File: src/rtl/vga_bus_arbiter_if.sv
// Handshake bundle between the drawing requesters and the VGA pixel-bus arbiter.
// The slave modport is the arbiter's view; the master modport is the requesters' view.
interface vga_bus_arbiter_if #(
  parameter int NUM_REQ = 4
);
  logic [NUM_REQ-1:0] req;
  logic [NUM_REQ-1:0] done_in;
  logic [NUM_REQ-1:0] enable_out;
  logic [1:0]         grant_id;
  logic               busy;
  logic               timeout_flag;

  modport master (
    output req, done_in,
    input  enable_out, grant_id, busy, timeout_flag
  );

  modport slave (
    input  req, done_in,
    output enable_out, grant_id, busy, timeout_flag
  );
endinterface

File: src/rtl/vga_bus_arbiter.sv
// Round-robin arbiter for the shared VGA pixel bus.
// Owner gets a one-cycle enable pulse, keeps the bus until its done_in pulse,
// then the bus spends one release (turnaround) cycle and one idle cycle before
// the next grant. Optional watchdog: define ARB_TIMEOUT_EN to force release of
// an owner that stays in S_WAIT for TIMEOUT_CYCLES cycles.
module vga_bus_arbiter #(
  parameter int          NUM_REQ        = 4,
  parameter logic [16:0] TIMEOUT_CYCLES = 17'd70000
) (
  input  logic               clk,
  input  logic               reset,
  vga_bus_arbiter_if.slave   bus
);

  // grant_id is a fixed 2-bit field, so up to four requesters are addressable
  localparam int GW = 2;

  typedef enum logic [1:0] {S_IDLE, S_GRANT, S_WAIT, S_RELEASE} state_t;

  state_t             state;
  logic [NUM_REQ-1:0] enable_out;
  logic [GW-1:0]      grant_id;
  logic [GW-1:0]      last_grant;
  logic               busy;
  logic               timeout_flag;

  // First set request bit strictly after 'last', wrapping; the nearest
  // candidate is visited last so it overwrites any farther one.
  function automatic logic [GW-1:0] rr_pick(input logic [NUM_REQ-1:0] r,
                                            input logic [GW-1:0]      last);
    logic [GW-1:0] w;
    int            idx;
    w = last;
    for (int i = NUM_REQ; i >= 1; i--) begin
      idx = (int'(last) + i) % NUM_REQ;
      if (r[idx]) w = GW'(idx);
    end
    return w;
  endfunction

`ifdef ARB_TIMEOUT_EN
  logic [16:0] tmo_cnt;
`else
  // Watchdog compiled out: the limit has no consumer
  logic unused_tmo;
  assign unused_tmo = ^TIMEOUT_CYCLES;
`endif

  // Arbitration FSM; every output is a register updated with the state
  always_ff @(posedge clk) begin
    if (reset) begin
      state        <= S_IDLE;
      enable_out   <= '0;
      grant_id     <= '0;
      busy         <= 1'b0;
      timeout_flag <= 1'b0;
      last_grant   <= GW'(NUM_REQ - 1);
`ifdef ARB_TIMEOUT_EN
      tmo_cnt      <= '0;
`endif
    end else begin
      enable_out   <= '0;
      timeout_flag <= 1'b0;
      case (state)
        S_IDLE: begin
          if (|bus.req) begin
            grant_id <= rr_pick(bus.req, last_grant);
            busy     <= 1'b1;
            state    <= S_GRANT;
          end
        end
        S_GRANT: begin
          enable_out <= {{(NUM_REQ-1){1'b0}}, 1'b1} << grant_id;
`ifdef ARB_TIMEOUT_EN
          tmo_cnt    <= '0;
`endif
          state      <= S_WAIT;
        end
        S_WAIT: begin
          // Only the owner's done counts; a done on the final cycle wins over the timeout
          if (bus.done_in[grant_id]) begin
            state <= S_RELEASE;
          end
`ifdef ARB_TIMEOUT_EN
          else if (tmo_cnt >= TIMEOUT_CYCLES - 17'd1) begin
            timeout_flag <= 1'b1;
            state        <= S_RELEASE;
          end else begin
            tmo_cnt <= tmo_cnt + 17'd1;
          end
`endif
        end
        S_RELEASE: begin
          last_grant <= grant_id;
          busy       <= 1'b0;
          state      <= S_IDLE;
        end
        default: state <= S_IDLE;
      endcase
    end
  end

  assign bus.enable_out   = enable_out;
  assign bus.grant_id     = grant_id;
  assign bus.busy         = busy;
  assign bus.timeout_flag = timeout_flag;

endmodule

File: src/flat_wrapper.sv
// flat-port wrapper written by rule: the top's interface ports become plain ports
module vga_bus_arbiter_flat 
#(
  parameter int          NUM_REQ        = 4,
  parameter logic [16:0] TIMEOUT_CYCLES = 17'd70000
)
  (clk, reset, bus_req, bus_done_in, bus_enable_out, bus_grant_id, bus_busy, bus_timeout_flag);
  vga_bus_arbiter_if #(.NUM_REQ(NUM_REQ)) bus_i ();
  input  logic clk;
  input  logic reset;
  input wire logic [$bits(bus_i.req)-1:0] bus_req;
  input wire logic [$bits(bus_i.done_in)-1:0] bus_done_in;
  output wire logic [$bits(bus_i.enable_out)-1:0] bus_enable_out;
  output wire logic [$bits(bus_i.grant_id)-1:0] bus_grant_id;
  output wire logic [$bits(bus_i.busy)-1:0] bus_busy;
  output wire logic [$bits(bus_i.timeout_flag)-1:0] bus_timeout_flag;
  assign bus_i.req = bus_req;
  assign bus_i.done_in = bus_done_in;
  assign bus_enable_out = bus_i.enable_out;
  assign bus_grant_id = bus_i.grant_id;
  assign bus_busy = bus_i.busy;
  assign bus_timeout_flag = bus_i.timeout_flag;
  vga_bus_arbiter #(.NUM_REQ(NUM_REQ), .TIMEOUT_CYCLES(TIMEOUT_CYCLES)) u_core (.clk(clk), .reset(reset), .bus(bus_i));
endmodule
File: config.mk
export PLATFORM = sky130hd
export DESIGN_NAME = vga_bus_arbiter_flat
export DESIGN_NICKNAME = d
export VERILOG_FILES = /design/src/rtl/vga_bus_arbiter_if.sv /design/src/rtl/vga_bus_arbiter.sv /design/src/flat_wrapper.sv
export SDC_FILE = /design/constraint.sdc
export NUM_CORES = 1
export LEC_CHECK = 0
export CELL_PAD_IN_SITES_DETAIL_PLACEMENT = 0
export CELL_PAD_IN_SITES_GLOBAL_PLACEMENT = 2
export CORE_MARGIN = 3
export CORE_UTILIZATION = 24
export DETAILED_ROUTE_END_ITERATION = 10
export GPL_ROUTABILITY_DRIVEN = 0
export PLACE_DENSITY = 0.73
export SYNTH_ARGS = -nofsm -noshare
export SYNTH_HDL_FRONTEND = slang
export SYNTH_SLANG_ARGS = --single-unit
File: constraint.sdc
create_clock -name clk -period 1.2 [get_ports clk]
set_input_delay 0.24 -clock clk [delete_from_list [all_inputs] [get_ports clk]]
set_output_delay 0.24 -clock clk [all_outputs]
set_load 0.005 [all_outputs]
Word-level counts from Yosys, hierarchy flattened
Index checks and enable logic that the tools add are counted.
Widths: inputs -> output; s select.

storage, ports and cells
  register bits = 11
  input port bits = 10
  output and inout bits = 8

cells by class
  add/subtract/negate cells = 4
  order comparisons = 5
  equal/unequal tests = 5
  shift operators = 1
  multiplexer cells = 23
  bitwise logic cells = 5
  reductions and logical operators = 11

operators with widths
  kind                 count
  $lt 3x4->1 const B   4
  $mux 2               6
  $bmux 1 s2           5
  $mux 1               10
  $reduce_or 2->1      5
  $pmux 2 s4           1
  $reduce_and 2->1     3
  $add 2x1->2 const B  2
  $add 2x2->2 const B  2
  $and 1x1->1 const A  4
  $eq 2x2->1 const B   2
  $ne 2x1->1 const B   2
  $reduce_or 4->1      1
  $shl 1x2->4 const A  1
  $lt 2x3->1 const B   1
  $eq 2x1->1 const B   1
  $logic_not 2->1      1
  $pmux 1 s2           1
  $reduce_bool 2->1    1
  $not 1->1            1

Logic depth before layout (Yosys ltp)
Gate-level depths: netlist of run 1.

  depth after elaboration = 10
  mapped depth = 5
  gate-level depth less buffers = 5

Least setup slack after synthesis of run 1
Ideal clock, no wire load.

  path kind = reg-to-reg
  from = register u_core.grant_id[0], in the netlist u_core.bus.grant_id[0]
  to = register u_core.state[1]
  arrival time = 1.090 ns
  data required time = 1.132 ns
  path slack = 0.042 ns
  cell stages (with the launch flop) = 6
  buffers on the path = 1
  period minus slack after synthesis = 1.158 ns
  cell sequence = dfxtp_1 > buf_6 > mux2i_1 > nand3b_1 > a31o_1 > a21oi_2

on the way
  longest elaborated chain between the ends = 4

ends and longest elaborated chain
  element                       line                   RTL
  start: declaration            vga_bus_arbiter.sv:22  logic [GW-1:0] grant_id;
  start signal: assignment      vga_bus_arbiter.sv:67  grant_id <= rr_pick(bus.req, last_grant);
  $bmux 1 s2                    vga_bus_arbiter.sv:81  if (bus.done_in[grant_id]) begin
  $mux 1 (not written as such)  vga_bus_arbiter.sv:81
  $ne 2x1->1 (no line)          -
  $reduce_and 2->1 (no line)    -
  end signal: assignment        vga_bus_arbiter.sv:77  state <= S_WAIT;
  end signal: assignment        vga_bus_arbiter.sv:82  state <= S_RELEASE;
  end signal: assignment        vga_bus_arbiter.sv:96  state <= S_IDLE;
  end: declaration              vga_bus_arbiter.sv:20  state_t state;

No other way between the ends. The select of a mux whose other input is x is not followed.
A chain may end at the register's enable or synchronous reset.

Worst setup path in the final report of run 1
  from = register u_core.state[1]
  to = register u_core.state[1]

on the way
  longest elaborated chain between the ends = 3
  elaborated cells on any way between the ends = 8

ends and longest elaborated chain
  element                                               line                   RTL
  start signal: assignment                              vga_bus_arbiter.sv:52  state <= S_IDLE;
  start signal: assignment                              vga_bus_arbiter.sv:69  state <= S_GRANT;
  start signal: assignment                              vga_bus_arbiter.sv:77
  $eq 2x2->1 / $logic_not 2->1 (equally long branches)  vga_bus_arbiter.sv:64  case (state)
  $ne 2x1->1 (no line)                                  -
  $reduce_and 2->1 (no line)                            -

Several ways; a longest one is shown, not always the timed one.

==> impl_metrics.yaml, run 1 <==
status:
  status: "completed"
clock_network:
  cts-hold-fix-buffers: 0
  cts_inserted_buffers: 3
  cts_tree: "done"
  cts.root.buffer_cell: "clkbuf_4"
  worst_setup_hold_path_clk_slew_ps: 70
  h_tree_level_count: 1
  number_of_sinks_on_the_clock_net: 11
  max-clock-path-buffers: 2
  clk_latency_ps: 270
routing:
  ant_nets: 0
  routed_wirelength_um: 1370
  vias: 550
  drt_pre_antenna_iters: 4
  detail_route.iter0.violations: 1
  avgViaCountPerCell: 4.58
  avgRoutedWirePerCell_um: 11.4
  remaining_drc_errors: 0
place:
  place.port_buffers: 16
  hpwl_um: 1070
  placement.setup.worst_slack_ps: -352
  placed_cell_area_um2: 857
hold_path:
  worstHoldStart: "u_core.bus.grant_id[0]"
  timing.hold.worst.class: "reg -> reg"
floorplanning:
  fp.coreArea_mm2: 0.00230
  floorplan.initialDensity: 0.262
  i_o_pin_total: 18
  fp-row-count: 17
  fp.dieW_um: 56.1
  die_height_um: 56.1
  design.die.area_mm2: 0.00314
global_routing:
  maximum_number_of_pins_on_one_net_before_global_route_repair: 10
  grt-ovfl-total: 0
  number_of_global_route_vias_before_repair: 518
  number_of_antenna_violations_at_the_first_check_in_global_routing: 0
  grt_pass1_wl_um: 2180
  grt_usage: 0.0869
sta:
  setup_viol: 0
  fin_crit_ps: 1160
  hold_viol_final: 0
  grt_setup_unrepaired: "yes"
  min_period_over_period: 0.965
  maxClockFrequency_mhz: 864
  setup_slack_after_layout_ps: 42.6
  slew_violations: 0
  fin_worst_skew_ps: 7.41
yosys:
  syn-cell-area_um2: 602
  synth-main-ff-cell: "dfxtp_1"
  number_of_flip_flops_and_latches_in_the_synthesized_netlist: 11
  synthesis.yosys.warnings: 0
  synth_cells: 61
  yosys.area.top_type: "dfxtp_1"
  async_reset_ff_frac: 0
  post_synth_main_area_contributors: "dfxtp_1 (37%), ha_1 (10%), nand2b_1 (4.2%)"
  synth.top_cell.area_share: 0.366
  yosysSeqAreaShare: 0.366
  synth_cell_type_count: 29
  synthesis.area_per_instance_um2: 9.87
  synth_nets: 76
  number_of_synthesized_flops_with_an_enable_pin: 0
setup_path:
  crit_path_end: "u_core.state[1]"
  critPathLaunch: "u_core.state[1]"
  worst-r2r-cell-count: 6
  crit-reg2reg-launch: "u_core.state[1]"
  timing.setup.critical_path_class: "reg -> reg"
  critPathArrivalTime_ps: 1360
  cp-start-kind: "flop"
  worstPathMaxFanout: 3
  reg2reg_to: "u_core.state[1]"
  setup.worst_path.end_class: "flop"
  ff2ff_setup_slack_ps: 40
  cp_data_required_time_ps: 1400
cells_and_area:
  antennaDiodeCount: 0
  multi_input_comb_area_um2: 392
  nets: 108
  seqCellArea_um2: 229
  final_cell_area_um2: 948
  num-fill-cells: 234
  area_added_between_synthesis_and_finish_pct: 57.6
  post_route_cells_drive_above_1_share: 0.359
power_and_ir_drop:
  highest_ir_drop_seen_on_vdd_v: 0.000768
  power_leakage_uw: 0.000401
  powerDensity_mw_per_mm2: 1700
job:
  max_cap_viol_count: 0
layout by cell type, fill, tap and decap left out, types with 2 or more instances in the layout:
| cell type | instances |
|---|---|
| a211o_1 | 2 |
| a211oi_1 | 3 |
| a21oi_1 | 2 |
| a21oi_2 | 2 |
| buf_4 | 13 |
| clkbuf_4 | 3 |
| clkdlybuf4s50_1 | 5 |
| dfxtp_1 | 6 |
| dfxtp_2 | 4 |
| dlygate4sd2_1 | 11 |
| ha_1 | 3 |
| ha_4 | 2 |
| inv_1 | 2 |
| mux2i_1 | 2 |
| nand2b_1 | 4 |
| nand3b_1 | 2 |
| nor2_1 | 4 |
| nor2b_1 | 2 |
| nor4bb_1 | 2 |
final cells by class:
cell class | count | share of cell area
timing repair buffer | 30 | 0.269
inverter | 3 | 0.0119
clock buffer | 4 | 0.0277
sequential | 11 | 0.241
tap | 28 | 0.0369
multi-input combinational | 44 | 0.413
cells by family after synthesis:
logic type,synth area share
buffers and inverters,0.0561
adder cells (fa/ha/maj),0.104
flip-flops,0.366
other,0.00623
AO/OA/AOI/OAI,0.173
AND/OR/NAND/NOR,0.262
multiplexers,0.0333
metal layers:
metal / up-vias / wire [µm] / share of wire / global-route usage
met5: - / 0 / 0 / 0
li1: 282 / - / - / -
met1: 258 / 622 / 0.45 / 0.102
met3: 2 / 62 / 0.045 / 0.0371
met2: 8 / 673 / 0.49 / 0.140
met4: 0 / 12 / 0.0088 / 0.0305
through the flow:
step | hold WS (ps) | total power (µW) | util | std cells | TNS (ps)
floorplan | 318 | 941 | - | 61 | 0
global placement | 504 | 1260 | 0.373 | 113 | -1850
CTS | 479 | 1540 | 0.391 | 118 | 0
finish | 476 | 1620 | 0.413 | 120 | 0
global route | 490 | 1740 | 0.413 | 120 | -43.8
detailed placement | 506 | 1270 | 0.373 | 113 | -1830
worst min path at each step:
stage,endpoint,slack (ps),cells past startpoint
2_1_floorplan,u_core.bus.enable_out[1],320,1
3_3_place_gp,u_core.bus.busy,500,2
3_5_place_dp,u_core.bus.busy,510,2
4_1_cts,u_core.bus.enable_out[0],480,1
5_1_grt,u_core.bus.enable_out[0],490,1
6_report,u_core.bus.enable_out[0],480,1
flip-flops by register name, indices dropped and copies added, names as in the netlist:
| name | cells |
|---|---|
| u_core.bus.busy | 1 |
| u_core.bus.grant_id | 2 |
| u_core.last_grant | 2 |
| u_core.bus.enable_out | 4 |
| u_core.state | 2 |
cell usage after synthesis (all sizes together) (2+ instances only):
cell    number
nor2         4
nand3b       2
mux2i        2
a211o        2
inv          3
ha           5
dfxtp       11
a211oi       3
nand2b       4
nor4bb       2
buf          2
nor2b        3
a21oi        4
critical path, cell delays in order (launching register included):
cell      delay [ps]
dfxtp_2          330
buf_6            110
ha_4             160
nand3b_1         140
buf_4            130
nand4_1           90
a21oi_2          140
timing repair:
item                                    in CTS  in global routing
resized for setup                           18                  9
pin swaps                                    2                  7
setup buffers                                1                  2
endpoints found under the setup margin      12                  4
report_power, final:
part	switching, µW	internal [µW]	total [µW]
clock network	121	128	250
registers	78.3	482	560
logic	344	462	806
Power figures use the tool's default switching activity.
==> run 2, diff against run 1 <==
--- a/config.mk
+++ b/config.mk
@@ -8,10 +8,12 @@
 export CELL_PAD_IN_SITES_DETAIL_PLACEMENT = 0
 export CELL_PAD_IN_SITES_GLOBAL_PLACEMENT = 2
 export CORE_MARGIN = 3
-export CORE_UTILIZATION = 24
+export CORE_UTILIZATION = 25
+export CTS_BUF_LIST = sky130_fd_sc_hd__clkbuf_8
 export DETAILED_ROUTE_END_ITERATION = 10
 export GPL_ROUTABILITY_DRIVEN = 0
-export PLACE_DENSITY = 0.73
+export PLACE_DENSITY = 0.76
+export SLEW_MARGIN = 20
 export SYNTH_ARGS = -nofsm -noshare
 export SYNTH_HDL_FRONTEND = slang
 export SYNTH_SLANG_ARGS = --single-unit
==> impl_metrics.yaml, run 2 (synthesis gave the netlist of run 1 again) <==
sta:
  hold_viol_final: 0
  setup_viol: 0
  fin_crit_ps: 1160
  maxClockFrequency_mhz: 865
  setup-tns-final_ps: 0
  min_period_over_period: 0.963
  slew_violations: 0
  fin_worst_skew_ps: 7.69
  setup_slack_after_layout_ps: 44.1
  grt_setup_unrepaired: "yes"
place:
  place.port_buffers: 16
  placement.setup.worst_slack_ps: -343
  hpwl_um: 1070
clock_network:
  clk_latency_ps: 240
  cts_tree: "done"
  cts.root.buffer_cell: "clkbuf_8"
  cts_inserted_buffers: 3
  number_of_sinks_on_the_clock_net: 11
  cts-hold-fix-buffers: 0
  max-clock-path-buffers: 2
  h_tree_level_count: 1
  worst_setup_hold_path_clk_slew_ps: 40
setup_path:
  setup.worst_path.end_class: "flop"
  cp_data_required_time_ps: 1370
  timing.setup.critical_path_class: "in -> reg"
  critPathArrivalTime_ps: 1330
  cp-start-kind: "input pin"
  crit_path_cell_trace: "dlygate4sd2_1, nor4_4, buf_4, nor2b_4, nand2b_4, a21oi_2"
  timing.critical_path.slowest_stage_cell: "nor4_4"
  ff2ff_setup_slack_ps: 50
  cpPeakStageDelay_ps: 350
  worstPathMaxFanout: 5
cells_and_area:
  regMostFlops: "u_core.bus.enable_out"
  post_route_cells_drive_above_1_share: 0.380
  antennaDiodeCount: 0
  area_added_between_synthesis_and_finish_pct: 65.9
  nets: 108
  final_common_cell: "buf_4"
  largest_register_ff_count: 4
  layout.cells.most_common_list: "buf_4 (13), dlygate4sd2_1 (11), dfxtp_1 (8)"
status:
  status: "completed"
power_and_ir_drop:
  highest_ir_drop_seen_on_vdd_v: 0.000989
  sum_of_internal_switching_and_leakage_power_uw: 1810
  power_leakage_uw: 0.000428
  powerDensity_mw_per_mm2: 1820
routing:
  routed_wirelength_um: 1420
  ant_nets: 0
  avgViaCountPerCell: 4.63
  drt_pre_antenna_iters: 4
  detail_route.iter0.violations: 9
  remaining_drc_errors: 0
  avgRoutedWirePerCell_um: 11.8
  vias: 556
global_routing:
  grt_pass1_wl_um: 2260
  maximum_number_of_pins_on_one_net_before_global_route_repair: 9
  grt-ovfl-total: 0
  number_of_antenna_violations_at_the_first_check_in_global_routing: 0
  grt_usage: 0.108
  number_of_global_route_vias_before_repair: 512
floorplanning:
  fp.dieW_um: 55.1
  i_o_pin_total: 18
  floorplan.initialDensity: 0.267
  fp-row-count: 17
  design.die.area_mm2: 0.00303
  fp.coreArea_mm2: 0.00225
  die_height_um: 55.1
hold_path:
  timing.hold.worst.class: "reg -> reg"
job:
  max_cap_viol_count: 0
[run 2: cell types whose count changed in the layout (fill, tap and decap cells not counted), moves of 2 or more]
cell | previous run | this run
dfxtp_1 | 6 | 8
dfxtp_2 | 4 | 2
clkbuf_8 | 0 | 3
a211oi_2 | 0 | 2
clkbuf_4 | 3 | 0
a211oi_1 | 3 | 1
[run 2: worst paths after layout]
path	start	endpoint	depth (start not counted)
worst max-delay path	bus_req[1]	u_core.bus.grant_id[1]	6
worst max register to register	u_core.state[1]	u_core.state[1]	6
worst min-delay path	u_core.bus.grant_id[0]	u_core.bus.enable_out[0]	1
worst min register to register	u_core.bus.grant_id[0]	u_core.bus.enable_out[0]	1
[run 2: worst max-delay path: cells and delay by family]
family                 cells  cell delay, ps
AOI/OAI and AO/OA          1             110
buffers and inverters      2             440
and+or+nand+nor            3             530
[run 2: layer usage]
layer | vias to the layer above | global-route usage | wire length (µm)
li1 | 280 | - | -
met1 | 256 | 0.123 | 599
met2 | 18 | 0.167 | 710
met3 | 2 | 0.0563 | 100
met4 | 0 | 0.0486 | 10
met5 | - | 0 | 0
[run 2: final cells by class]
cell class / instances / area, µm²
clock inverters: 1 / 3.75
multi-input cells: 44 / 425
well taps: 28 / 35.0
fillers: 232 / 1260
flip-flops and latches: 11 / 226
repair buffers: 30 / 255
inverters: 3 / 11.3
clock buffers: 3 / 41.3
[run 2: repair_timing]
| item | in CTS | in global routing |
|---|---|---|
| gates cloned | 0 | 0 |
| gates resized for setup | 14 | 17 |
| endpoints found under the setup margin | 12 | 6 |
| pin swaps | 2 | 6 |
| setup buffers | 0 | 3 |
[run 2: where the power goes]
part	leakage [µW]	switching [µW]	internal [µW]	total (µW)
clock	0.0000269	136	224	360
combinational	0.000310	385	514	899
sequential	0.0000914	74.8	478	553
total	0.000428	596	1220	1810
[run 2: through the flow]
| step | hold WS (ps) | std cells | area (µm²) | util |
|---|---|---|---|---|
| 2_1_floorplan | 318 | 61 | 602 | - |
| 3_3_place_gp | 507 | 113 | 857 | 0.380 |
| 3_5_place_dp | 495 | 113 | 857 | 0.380 |
| 4_1_cts | 476 | 117 | 895 | 0.397 |
| 5_1_grt | 496 | 120 | 998 | 0.443 |
| 6_report | 474 | 120 | 998 | 0.443 |
